### config.mk
export PLATFORM = sky130hd
export DESIGN_NAME = alu
export DESIGN_NICKNAME = d
export VERILOG_FILES = /design/src/rtl/alu.sv
export SDC_FILE = /design/constraint.sdc
export NUM_CORES = 1
export LEC_CHECK = 0
export BUFFER_PORTS_ARGS = -buffer_cell sky130_fd_sc_hd__buf_2
export CAP_MARGIN = 20
export CELL_PAD_IN_SITES_DETAIL_PLACEMENT = 1
export CELL_PAD_IN_SITES_GLOBAL_PLACEMENT = 1
export CORE_MARGIN = 2
export CORE_UTILIZATION = 41
export DETAILED_ROUTE_END_ITERATION = 10
export MAX_ROUTING_LAYER = met4
export PLACE_DENSITY = 0.85
export SLEW_MARGIN = 10
export SYNTH_ARGS = -nofsm -noshare
export SYNTH_HDL_FRONTEND = slang
export SYNTH_SLANG_ARGS = --single-unit
### constraint.sdc
create_clock -name clk -period 0.8 [get_ports clk]
set_input_delay 0.12 -clock clk [delete_from_list [all_inputs] [get_ports clk]]
set_output_delay 0.12 -clock clk [all_outputs]
set_load 0.1 [all_outputs]
### src/rtl/alu.sv
// ---------------------------------------------------------------------------
// alu -- 8-bit registered arithmetic/logic unit.
//
// The result is computed combinationally from A, B and opcode. It is
// registered into ALU_Out on each rising clk edge, so latency is one cycle.
// rst_n low clears ALU_Out asynchronously and holds it at 0x00.
//
// Ports
//   clk      in   1  system clock, rising-edge active
//   rst_n    in   1  asynchronous active-low reset
//   A        in   8  first operand, unsigned
//   B        in   8  second operand, unsigned
//   opcode   in   4  operation select (all 16 codes defined)
//   ALU_Out  out  8  registered result
//
// Configuration
//   ALU_DIV_EN  defined: opcode 0011 performs A / B (0xFF when B == 0) using
//               an unrolled single-cycle restoring divider.
//               undefined: no divider is built and opcode 0011 loads 0x00.
// ---------------------------------------------------------------------------

// One row of the restoring divider. It shifts the next dividend bit into the
// partial remainder, subtracts the divisor when the divisor fits, and emits
// the matching quotient bit.
module alu_div_stage (
  input  logic [7:0] rem_in,
  input  logic       num_bit,
  input  logic [7:0] divisor,
  output logic [7:0] rem_out,
  output logic       q_bit
);
  logic [8:0] trial;
  logic [8:0] diff;
  logic       stage_unused;

  assign trial = {rem_in, num_bit};
  assign diff  = trial - {1'b0, divisor};
  assign q_bit = (trial >= {1'b0, divisor});
  // rem_in < divisor on entry, so the kept remainder always fits in 8 bits.
  assign rem_out      = q_bit ? diff[7:0] : trial[7:0];
  assign stage_unused = diff[8];
endmodule

module alu (
  input  logic       clk,
  input  logic       rst_n,
  input  logic [7:0] A,
  input  logic [7:0] B,
  input  logic [3:0] opcode,
  output logic [7:0] ALU_Out
);
  typedef enum logic [3:0] {
    OP_ADD  = 4'b0000,
    OP_SUB  = 4'b0001,
    OP_MUL  = 4'b0010,
    OP_DIV  = 4'b0011,
    OP_SHL  = 4'b0100,
    OP_SHR  = 4'b0101,
    OP_ROL  = 4'b0110,
    OP_ROR  = 4'b0111,
    OP_AND  = 4'b1000,
    OP_OR   = 4'b1001,
    OP_XOR  = 4'b1010,
    OP_NOR  = 4'b1011,
    OP_NAND = 4'b1100,
    OP_XNOR = 4'b1101,
    OP_GT   = 4'b1110,
    OP_EQ   = 4'b1111
  } alu_op_e;

  alu_op_e    op;
  logic [7:0] div_q;
  logic [7:0] result;

  assign op = alu_op_e'(opcode);

`ifdef ALU_DIV_EN
  // Unrolled restoring divider: row i consumes dividend bit A[7-i] and yields
  // quotient bit 7-i. With B == 0 every row already produces a 1, but the
  // 0xFF result is forced explicitly so the divide-by-zero case stays clear.
  logic [8:0][7:0] rem;
  logic [7:0]      quo;
  logic            div_rem_unused;

  assign rem[0] = 8'h00;

  for (genvar i = 0; i < 8; i++) begin : g_div
    alu_div_stage u_stage (
      .rem_in  (rem[i]),
      .num_bit (A[7-i]),
      .divisor (B),
      .rem_out (rem[i+1]),
      .q_bit   (quo[7-i])
    );
  end

  assign div_rem_unused = ^rem[8];
  assign div_q          = (B == 8'h00) ? 8'hFF : quo;
`else
  assign div_q = 8'h00;
`endif

  always_comb begin
    result = 8'h00;
    unique case (op)
      OP_ADD:  result = A + B;
      OP_SUB:  result = A - B;
      OP_MUL:  result = A * B;
      OP_DIV:  result = div_q;
      OP_SHL:  result = {A[6:0], 1'b0};
      OP_SHR:  result = {1'b0, A[7:1]};
      OP_ROL:  result = {A[6:0], A[7]};
      OP_ROR:  result = {A[0], A[7:1]};
      OP_AND:  result = A & B;
      OP_OR:   result = A | B;
      OP_XOR:  result = A ^ B;
      OP_NOR:  result = ~(A | B);
      OP_NAND: result = ~(A & B);
      OP_XNOR: result = ~(A ^ B);
      OP_GT:   result = {7'b0, (A > B)};
      OP_EQ:   result = {7'b0, (A == B)};
      default: result = 8'h00;
    endcase
  end

  always_ff @(posedge clk or negedge rst_n) begin
    if (!rst_n) ALU_Out <= 8'h00;
    else        ALU_Out <= result;
  end
endmodule

==> flow_summary.ini, run 1 <==
[yosys]
yosys-top-cells-area = ha_1, fa_1, dfrtp_1
ys_warn_count = 0
synth.most_common_cell = inv_1
synth_seq_cells = 8
syn-num-nets = 422
synthCells = 346
synth_cell_types = 58
yosysTopAreaCellShare_pct = 18.7
synth-edff-count = 0
synth_top_area_cell = ha_1
synth.avg_cell_area_um2 = 7.74
synth-seq-area-share_pct = 7.47
syn-cell-area_um2 = 2680
synthTopCellsByCount = inv_1, ha_1, nand2_1, nor2_1, a21oi_1
synthFlopType = dfrtp_1
synthArstFlopShare_pct = 100

[grt]
grt_max_degree = 17
grt_overflow_total = 97
grt_use_total_pct = 73.7
antenna_found_initial = 2

[place]
gp_congestion = 0.946
portBuffers = 29
dp.final_hpwl_um = 10500

[cts]
cts.sinks = 8
numCtsBuffers = 3
clock_tree.root_cell = clkbuf_8
h-tree-depth = 1
ctsLongestPathBuffers = 2

[floorplanning]
rows = 29
ioPinCount = 30
die_w_um = 84.8
fp.dieH_um = 84.8
start_util_pct = 42.2

[timing]
endpoint_type = register input
postGrtWorstEndpoint = ALU_Out[7]$_DFF_PN0_/D

[status]
lastStage = 5_1_grt
error = [ERROR GRT-0232] Routing congestion too high. Check the congestion heatmap in the GUI.
status = did not finish
==> logic make-up after synthesis <==
group | count (synthesis) | synth area share, %
and+or+nand+nor | 95 | 17.5
AOI/OAI and AO/OA | 89 | 23.8
buffers and inverters | 70 | 10.7
adders and majority gates | 54 | 29.1
xor gates and xnor gates | 21 | 7.89
muxes | 9 | 3.46
DFF | 8 | 7.47
==> metal layers <==
layer / overflow / track usage [%]
met5: - / -
met4: 40 / 80.2
met3: 0 / 42.4
met2: 55 / 93.5
met1: 2 / 73.7
==> timing repair <==
item | in CTS
hold endpoints to repair | 8
pin swaps | 37
buffers inserted | 11
endpoints found under the setup margin | 16
gates cloned | 0
resized for setup | 62
hold buffers | 1
==> stage by stage <==
step           hold WS (ns)  cell area, um^2  setup WS [ns]  instances
2_1_floorplan        -0.176             2960          -2.56        346
3_3_place_gp        -0.0344             4040          -2.89        542
3_5_place_dp        -0.0267             4040          -3.08        542
4_1_cts               0.255             4460          -2.76        558
==> run 2, diff against run 1 <==
- CELL_PAD_IN_SITES_DETAIL_PLACEMENT: 1 -> default
- CELL_PAD_IN_SITES_GLOBAL_PLACEMENT: 1 -> default
- CORE_UTILIZATION: 41 -> 30
- MAX_ROUTING_LAYER: met4 -> default
- PLACE_DENSITY: 0.85 -> default
- PLACE_DENSITY_LB_ADDON: default -> 0.15
- clock period: 0.8 -> 1 ns (I/O delays scaled with it)
==> run 2 against run 1 <==
The flow now finishes, with violations (setup timing). Area after synthesis unchanged. Synthesized cell count unchanged.
==> flow_summary.ini, run 2 <==
[timing]
rsz0062_at_grt = true
hold_viol_final = 0
tns_ns = -12.66
fmax_mhz = 299
setup_viol = 8
slew_headroom_pct = 74.2
setup_slack_ns = -2.35
hold_ws_ns = 0.294
fin_crit_ns = 3.35
period_share_pct = 335
tightest_slew_ns = 0.384
maxSlewViolCount = 0

[layout]
regMostFlops = ALU_Out
largest_register_ff_count = 8
reg_top3 = ALU_Out (8)
fin_nets = 568
diodes = 0
drive_above_1_share_pct = 50.9
final_common_cell = buf_4
fillCellCount = 831
synthToLayoutAreaGrowth_pct = 72.6
final_cell_mix = buf_4, inv_1, nand2_1, nor2_1, ha_1

[floorplanning]
fp.dieH_um = 98.5
start_util_pct = 30.9
dieArea_um2 = 9700
ioPinCount = 30
coreArea_um2 = 8680
rows = 34
die_w_um = 98.5

[yosys]
synth-edff-count = 0
syn-num-nets = 422
syn-cell-area_um2 = 2680
ys_warn_count = 0
synth_cell_types = 58
synth_top_area_cell = ha_1
synth.most_common_cell = inv_1
synthCells = 346
synthArstFlopShare_pct = 100
synth-seq-area-share_pct = 7.47
yosys-top-cells-area = ha_1, fa_1, dfrtp_1
synthTopCellsByCount = inv_1, ha_1, nand2_1, nor2_1, a21oi_1
synth_seq_cells = 8
synth.avg_cell_area_um2 = 7.74
synthFlopType = dfrtp_1
yosysTopAreaCellShare_pct = 18.7

[hold_path]
min_path_type = in2async

[place]
gp_congestion = 0.894
dp.final_hpwl_um = 8240
portBuffers = 29

[grt]
grt_pass1_vias = 3068
grt_use_total_pct = 20.4
grt_pass1_wl_um = 15800
grt_overflow_total = 0
antenna_found_initial = 0
grt_max_degree = 20

[route]
drt_first_pass_iters = 5
drc_errors = 0
vias = 3075
drtIter0Drc = 192
ant_nets = 0
routedWlPerCell_um = 16.5
vias_per_cell = 5.13
drt_wl_total_um = 9890

[setup_path]
critPathMostFrequentCell = fa_1
cpMaxStageDelayCell = fa_1
path_cells = buf_12 -> nand2_4 -> fa_2 -> fa_1 -> inv_1 -> fa_1 -> inv_1 -> fa_1 -> inv_2 -> ha_4 -> xor2_2 -> nor3_2 -> buf_4 -> nor4b_1 -> a2111oi_1
required_ns = 1.10
critPathKind = in2reg
max_stage_delay_ns = 0.49
crit_arrival_ns = 3.44
crit_path_start_kind = primary input
crit_fanout = 5
endpoint_kind = flop

[pwr]
p_leak_nw = 2.15
ir_drop_uv = 391
total_power_mw = 4.31
power.density_nw_per_um2 = 932

[cts]
numCtsBuffers = 3
ctsLongestPathBuffers = 2
cts.sinks = 8
h-tree-depth = 1
cts_tree = built
clkTransAtPathRegs_ns = 0.04
clock_tree.root_cell = clkbuf_8

[status]
violations = setup timing
status = finished with violations

[job]
maxCapViolCount = 0
==> run 2: cell counts after synthesis <==
No cell type changed its count.
==> run 2: worst max-delay path by stage <==
| stage | startpoint | to | cells past startpoint |
|---|---|---|---|
| floorplan | A[3] | ALU_Out[7]$_DFF_PN0_ | 15 |
| CTS | B[2] | ALU_Out[7]$_DFF_PN0_ | 17 |
| finish | B[4] | ALU_Out[6]$_DFF_PN0_ | 15 |
| detailed placement | B[2] | ALU_Out[7]$_DFF_PN0_ | 15 |
| global route | B[4] | ALU_Out[6]$_DFF_PN0_ | 15 |
| global placement | B[2] | ALU_Out[7]$_DFF_PN0_ | 15 |
==> run 2: worst max-delay path, delay by kind of cell <==
family	cells	cell delay (ns)
buffers and inverters	5	0.40
XOR/XNOR	1	0.18
adder cells (fa/ha/maj)	5	2.05
AND/OR/NAND/NOR	3	0.29
AO/OA/AOI/OAI	1	0.37
==> run 2: per-stage QoR <==
stage / setup WS (ns) / utilization (%) / instances / area, um^2
after global routing: -2.50 / 53.3 / 599 / 4620
after CTS: -2.39 / 51.0 / 594 / 4430
final: -2.35 / 53.3 / 599 / 4620
after detailed placement: -2.71 / 48.1 / 585 / 4170
after global placement: -2.69 / 48.1 / 585 / 4170
after floorplan: -2.39 / - / 346 / 2960
==> run 2: cell type report <==
type                    count  area [um^2]  share of cell area, %
multi-input cells         268         2630                   56.8
clock buffers               4         45.0                  0.974
inverters                  54          246                   5.33
well taps                 108          135                   2.92
flip-flops and latches      8          209                   4.52
repair buffers            157         1360                   29.5
==> run 2: metal layers <==
layer  part of all wire, %  track usage (%)  routed length [um]  up-vias
met2                    50             36.7                4930       81
li1                      -                -                   -     1504
met4                   1.9             5.37                 185        0
met1                    46             26.7                4500     1476
met5                     0                0                   0        -
met3                   2.7            0.851                 264       14
==> run 2: where the power goes <==
group / total [mW] / switching [mW] / internal, mW / leakage, nW
combinational: 3.46 / 1.80 / 1.66 / 2.04
clock: 0.412 / 0.135 / 0.277 / 0.0228
sequential: 0.435 / 0.0466 / 0.388 / 0.0913
==> run 2: timing repair <==
item                                   CTS  global route
gates resized for setup                 44            32
endpoints found under the hold margin    8             0
pin swaps                               26            27
hold buffers                             1             0
setup endpoints to repair                8             8
setup buffers                            4             6
==> run 2: cell families (layout without fill, tap and decap cells) <==
group           after synthesis  count (layout)  synth area share [%]
simple gates                 95              95                  17.5
compound gates               89              89                  23.8
buf+inv                      70             215                  10.7
fa+ha+maj                    54              54                  29.1
xor+xnor                     21              21                  7.89
mux                           9               9                  3.46
flops                         8               8                  7.47
No activity file was read; power rests on OpenSTA's default activity.
==> run 3, diff against run 2 <==
- REMOVE_ABC_BUFFERS: default -> 1
==> run 3 against run 2 <==
The run still ends with setup timing left. Cell count is 0.33% lower. Global-route usage up 1.2 points. Setup slack got worse by 0.061 ns. Critical path depth increased by 1. Maximum frequency decreased by 1.8%. Cell area down 2.5%. First-iteration DRC count increased by 25%. Largest cell class unchanged.
==> flow_summary.ini, run 3 (synthesized netlist as in run 2, its figures left out) <==
[status]
status = finished with violations
violations = setup timing

[grt]
grt_overflow_total = 0
grt_max_degree = 19
grt_pass1_wl_um = 16600
grt_pass1_vias = 3274
antenna_found_initial = 0
grt_use_total_pct = 21.6

[timing]
setup_slack_ns = -2.41
hold_viol_final = 0
setup_viol = 8
fin_crit_ns = 3.41
fmax_mhz = 294
slew_headroom_pct = 75.7
hold_ws_ns = 0.309
rsz0062_at_grt = true
maxSlewViolCount = 0
period_share_pct = 341
tightest_slew_ns = 0.361

[route]
drt_wl_total_um = 10100
drc_errors = 0
ant_nets = 0
routedWlPerCell_um = 17.0
vias_per_cell = 5.08
drt_first_pass_iters = 4
vias = 3030
drtIter0Drc = 240

[pwr]
total_power_mw = 4.31
power.density_nw_per_um2 = 956
p_leak_nw = 2.16
ir_drop_uv = 530

[floorplanning]
rows = 34
dieArea_um2 = 9700
die_w_um = 98.5
ioPinCount = 30
coreArea_um2 = 8680
fp.dieH_um = 98.5
start_util_pct = 30.9

[layout]
largest_register_ff_count = 8
regMostFlops = ALU_Out
diodes = 0
reg_top3 = ALU_Out (8)
synthToLayoutAreaGrowth_pct = 68.3
instances_no_fill = 597
final_util_pct = 51.9
final_cell_mix = buf_4, inv_1, nand2_1, ha_1, nor2_1
final_common_cell = buf_4
fillCellCount = 844
drive_above_1_share_pct = 49.1
design_area_um2 = 4510
fin_nets = 567

[hold_path]
min_path_type = in2async

[setup_path]
crit_fanout = 3
max_stage_delay_ns = 0.55
crit_path_start_kind = primary input
endpoint_kind = flop
critPathMostFrequentCell = inv_2
cpMaxStageDelayCell = fa_1
required_ns = 1.10
path_cells = buf_8 -> ha_4 -> inv_2 -> fa_1 -> inv_2 -> ha_4 -> fa_1 -> inv_2 -> fa_1 -> inv_2 -> ha_4 -> a21oi_2 -> xnor3_1 -> xnor3_1 -> a221oi_2 -> o221ai_2
critPathKind = in2reg
crit_arrival_ns = 3.51

[place]
dp.final_hpwl_um = 8390
gp_congestion = 0.946
place_inst = 588
portBuffers = 29
place_area_um2 = 3920

[cts]
clkTransAtPathRegs_ns = 0.05
clock_tree.root_cell = clkbuf_8
cts.sinks = 8
h-tree-depth = 1
cts_tree = built
numCtsBuffers = 3
ctsLongestPathBuffers = 2

[job]
maxCapViolCount = 0
-- run 3: per-stage QoR --
stage,setup slack (ns),TNS (ns)
floorplan,-2.81,-14.07
global placement,-3.06,-17.27
detailed placement,-3.13,-17.44
CTS,-2.41,-12.82
global route,-2.50,-13.66
finish,-2.41,-12.84
-- run 3: routing by layer --
layer | global-route usage (%) | vias to the layer above | share of wire [%] | wire, um
li1 | - | 1495 | - | -
met1 | 28.1 | 1451 | 44 | 4490
met2 | 39.1 | 70 | 51 | 5150
met3 | 0.922 | 14 | 2.5 | 256
met4 | 5.80 | 0 | 2.2 | 220
met5 | 0 | - | 0 | 0
-- run 3: worst max-delay path: cells and delay by family --
kind | cells | cell delay [ns]
xor gates and xnor gates | 2 | 0.44
buffers and inverters | 5 | 0.26
AOI/OAI and AO/OA | 3 | 0.51
adders and majority gates | 6 | 2.12
-- run 3: final timing paths --
| kind | depth (start not counted) | from | end |
|---|---|---|---|
| max | 16 | B[3] | ALU_Out[7]$_DFF_PN0_ |
| min | 2 | rst_n | ALU_Out[4]$_DFF_PN0_ |
| max in group asynchronous | 2 | rst_n | ALU_Out[0]$_DFF_PN0_ |
| min in group clk | 4 | opcode[3] | ALU_Out[7]$_DFF_PN0_ |
-- run 3: report_power, final --
group          total [mW]  internal, mW  switching, mW
Sequential          0.426         0.380         0.0461
Combinational        3.49          1.68           1.80
Clock               0.398         0.262          0.136
-- run 3: area by class of cell --
cell class,instances,area [um^2],area share [%]
well taps,108,135,3.00
repair buffers,156,1360,30.1
clock buffers,3,41.3,0.916
flip-flops and latches,8,200,4.44
inverters,54,213,4.72
multi-input cells,268,2560,56.8
-- run 3: repair_timing --
action / CTS / global route
resized for setup: 107 / 15
endpoints found under the setup margin: 8 / 8
endpoints found under the hold margin: 8 / 0
buffers inserted: 5 / 1
cloned: 0 / 0
pin swaps: 44 / 26
hold buffers: 1 / 0
==> run 4, diff against run 3 <==
- CORE_ASPECT_RATIO: default -> 1.2
- SYNTH_HIERARCHICAL: default -> 1
==> run 4 against run 3 <==
The flow still finishes with violations (setup timing). Largest power group unchanged. Synthesized cell count did not move. Maximum frequency fell by 2.6%. Critical endpoint unchanged. Sequential power barely moved. First-iteration DRC count fell by 26%. Critical path type unchanged. Non-clock buffer count fell by 7. Cell count rose by 0.34%. Via count rose by 0.20%.
==> flow_summary.ini, run 4 <==
[floorplanning]
die_w_um = 90.3
start_util_pct = 31.1
dieArea_um2 = 9700
coreArea_um2 = 8610
fp.dieH_um = 108
rows = 37
ioPinCount = 30

[layout]
multi_input_area_um2 = 2540
ff_latch_area_um2 = 200
diodes = 0
regMostFlops = ALU_Out
final_common_cell = buf_4
largest_register_ff_count = 8
drive_above_1_share_pct = 46.3
instances_no_fill = 599
final_cell_mix = buf_4, inv_1, nor2_1, nand2_1, ha_1
reg_top3 = ALU_Out (8)
fillCellCount = 837
synthToLayoutAreaGrowth_pct = 65.9
fin_nets = 560

[route]
vias_per_cell = 5.07
drt_wl_total_um = 9940
vias = 3036
drtIter0Drc = 177
ant_nets = 0
routedWlPerCell_um = 16.6
drt_first_pass_iters = 4
drc_errors = 0

[setup_path]
endpoint_kind = flop
cp-endpoint = ALU_Out[7]$_DFF_PN0_
required_ns = 1.09
crit_fanout = 4
critPathLaunch = A[3]
crit_arrival_ns = 3.59
crit_path_start_kind = primary input
critPathKind = in2reg

[pwr]
power.density_nw_per_um2 = 956
ir_drop_uv = 395
p_leak_nw = 2.12

[timing]
hold_viol_final = 0
tns_ns = -12.78
rsz0062_at_grt = true
maxSlewViolCount = 0
fin_crit_ns = 3.50
setup_viol = 8
tightest_slew_ns = 0.352
setup_slack_ns = -2.50
slew_headroom_pct = 76.5
period_share_pct = 350
hold_ws_ns = 0.311
fmax_mhz = 286

[status]
violations = setup timing
status = finished with violations

[yosys]
synth_top_area_cell = ha_1
ys_warn_count = 6
yosysTopAreaCellShare_pct = 18.7
synthFlopType = dfrtp_1
yosys-top-cells-area = ha_1, fa_1, dfrtp_1
synth-edff-count = 0
syn-cell-area_um2 = 2680
synth-seq-area-share_pct = 7.47
synth.avg_cell_area_um2 = 7.74
synth_seq_cells = 8
synthArstFlopShare_pct = 100
synth_cell_types = 58
synthCells = 346
synth.most_common_cell = inv_1
synthTopCellsByCount = inv_1, ha_1, nand2_1, nor2_1, a21oi_1

[place]
gp_congestion = 0.957
portBuffers = 29
dp.final_hpwl_um = 8390
post-place-ws_ns = -3.20
place_inst = 592

[grt]
grt_pass1_vias = 3167
antenna_found_initial = 0
grt_pass1_wl_um = 16100
grt_overflow_total = 0
grt_max_degree = 18
grt_use_total_pct = 20.8

[cts]
cts.sinks = 8
ctsLongestPathBuffers = 2
cts_tree = built
numCtsBuffers = 3
h-tree-depth = 1
clkTransAtPathRegs_ns = 0.04
clock_tree.root_cell = clkbuf_8

[job]
maxCapViolCount = 0

[hold_path]
min_path_type = in2async
[run 4: cell counts after synthesis]
No cell type changed its count.
[run 4: how the worst min path moves through the flow]
stage	startpoint	end	cells past startpoint
2_1_floorplan	rst_n	ALU_Out[0]$_DFF_PN0_	0
3_3_place_gp	rst_n	ALU_Out[0]$_DFF_PN0_	1
3_5_place_dp	rst_n	ALU_Out[0]$_DFF_PN0_	1
4_1_cts	rst_n	ALU_Out[4]$_DFF_PN0_	2
5_1_grt	rst_n	ALU_Out[4]$_DFF_PN0_	2
6_report	rst_n	ALU_Out[4]$_DFF_PN0_	2
[run 4: layer usage]
layer / vias up / track usage [%] / wire length, um
met5: - / 0 / 0
met4: 0 / 7.25 / 261
met3: 19 / 0.980 / 256
met2: 81 / 40.5 / 5410
met1: 1454 / 24.2 / 4000
li1: 1482 / - / -
[run 4: repair_timing]
item | in CTS | in global routing
endpoints found under the setup margin | 8 | 8
setup buffers | 2 | 1
endpoints found under the hold margin | 8 | 0
pin swaps | 41 | 21
hold buffers | 1 | 0
resized for setup | 93 | 22
[run 4: layout make-up]
class / instances / share of cell area (%)
repair buffers: 149 / 29.4
inverters: 54 / 4.84
clock buffers: 3 / 0.929
well taps: 117 / 3.29
flip-flops and latches: 8 / 4.50
multi-input cells: 268 / 57.1
[run 4: cell families (layout without fill, tap and decap cells)]
| logic type | count (synthesis) | after routing | synth area share, % |
|---|---|---|---|
| AOI/OAI and AO/OA | 89 | 89 | 23.8 |
| xor gates and xnor gates | 21 | 21 | 7.89 |
| adders and majority gates | 54 | 54 | 29.1 |
| buffers and inverters | 70 | 206 | 10.7 |
| DFF | 8 | 8 | 7.47 |
| muxes | 9 | 9 | 3.46 |
| and+or+nand+nor | 95 | 95 | 17.5 |
[run 4: report_power, final]
group	internal, mW	switching, mW	total [mW]
registers	0.380	0.0444	0.425
logic	1.66	1.79	3.45
clock network	0.260	0.114	0.374
total	2.30	1.95	4.25
[run 4: critical path: stages]
cell,delay [ns]
buf_12,0.09
nand2_4,0.05
fa_2,0.38
fa_1,0.50
inv_2,0.04
fa_1,0.55
inv_2,0.04
fa_1,0.43
xnor2_1,0.20
xnor2_1,0.17
xnor2_1,0.18
xnor3_1,0.38
a221oi_2,0.30
o221ai_2,0.14
[run 4: stage by stage]
stage | total power, mW | instance area [um^2] | util, %
floorplan | 2.10 | 2590 | -
global placement | 3.36 | 3890 | 45.2
detailed placement | 3.38 | 3890 | 45.2
CTS | 4.17 | 4350 | 50.5
global route | 4.55 | 4440 | 51.6
finish | 4.25 | 4440 | 51.6
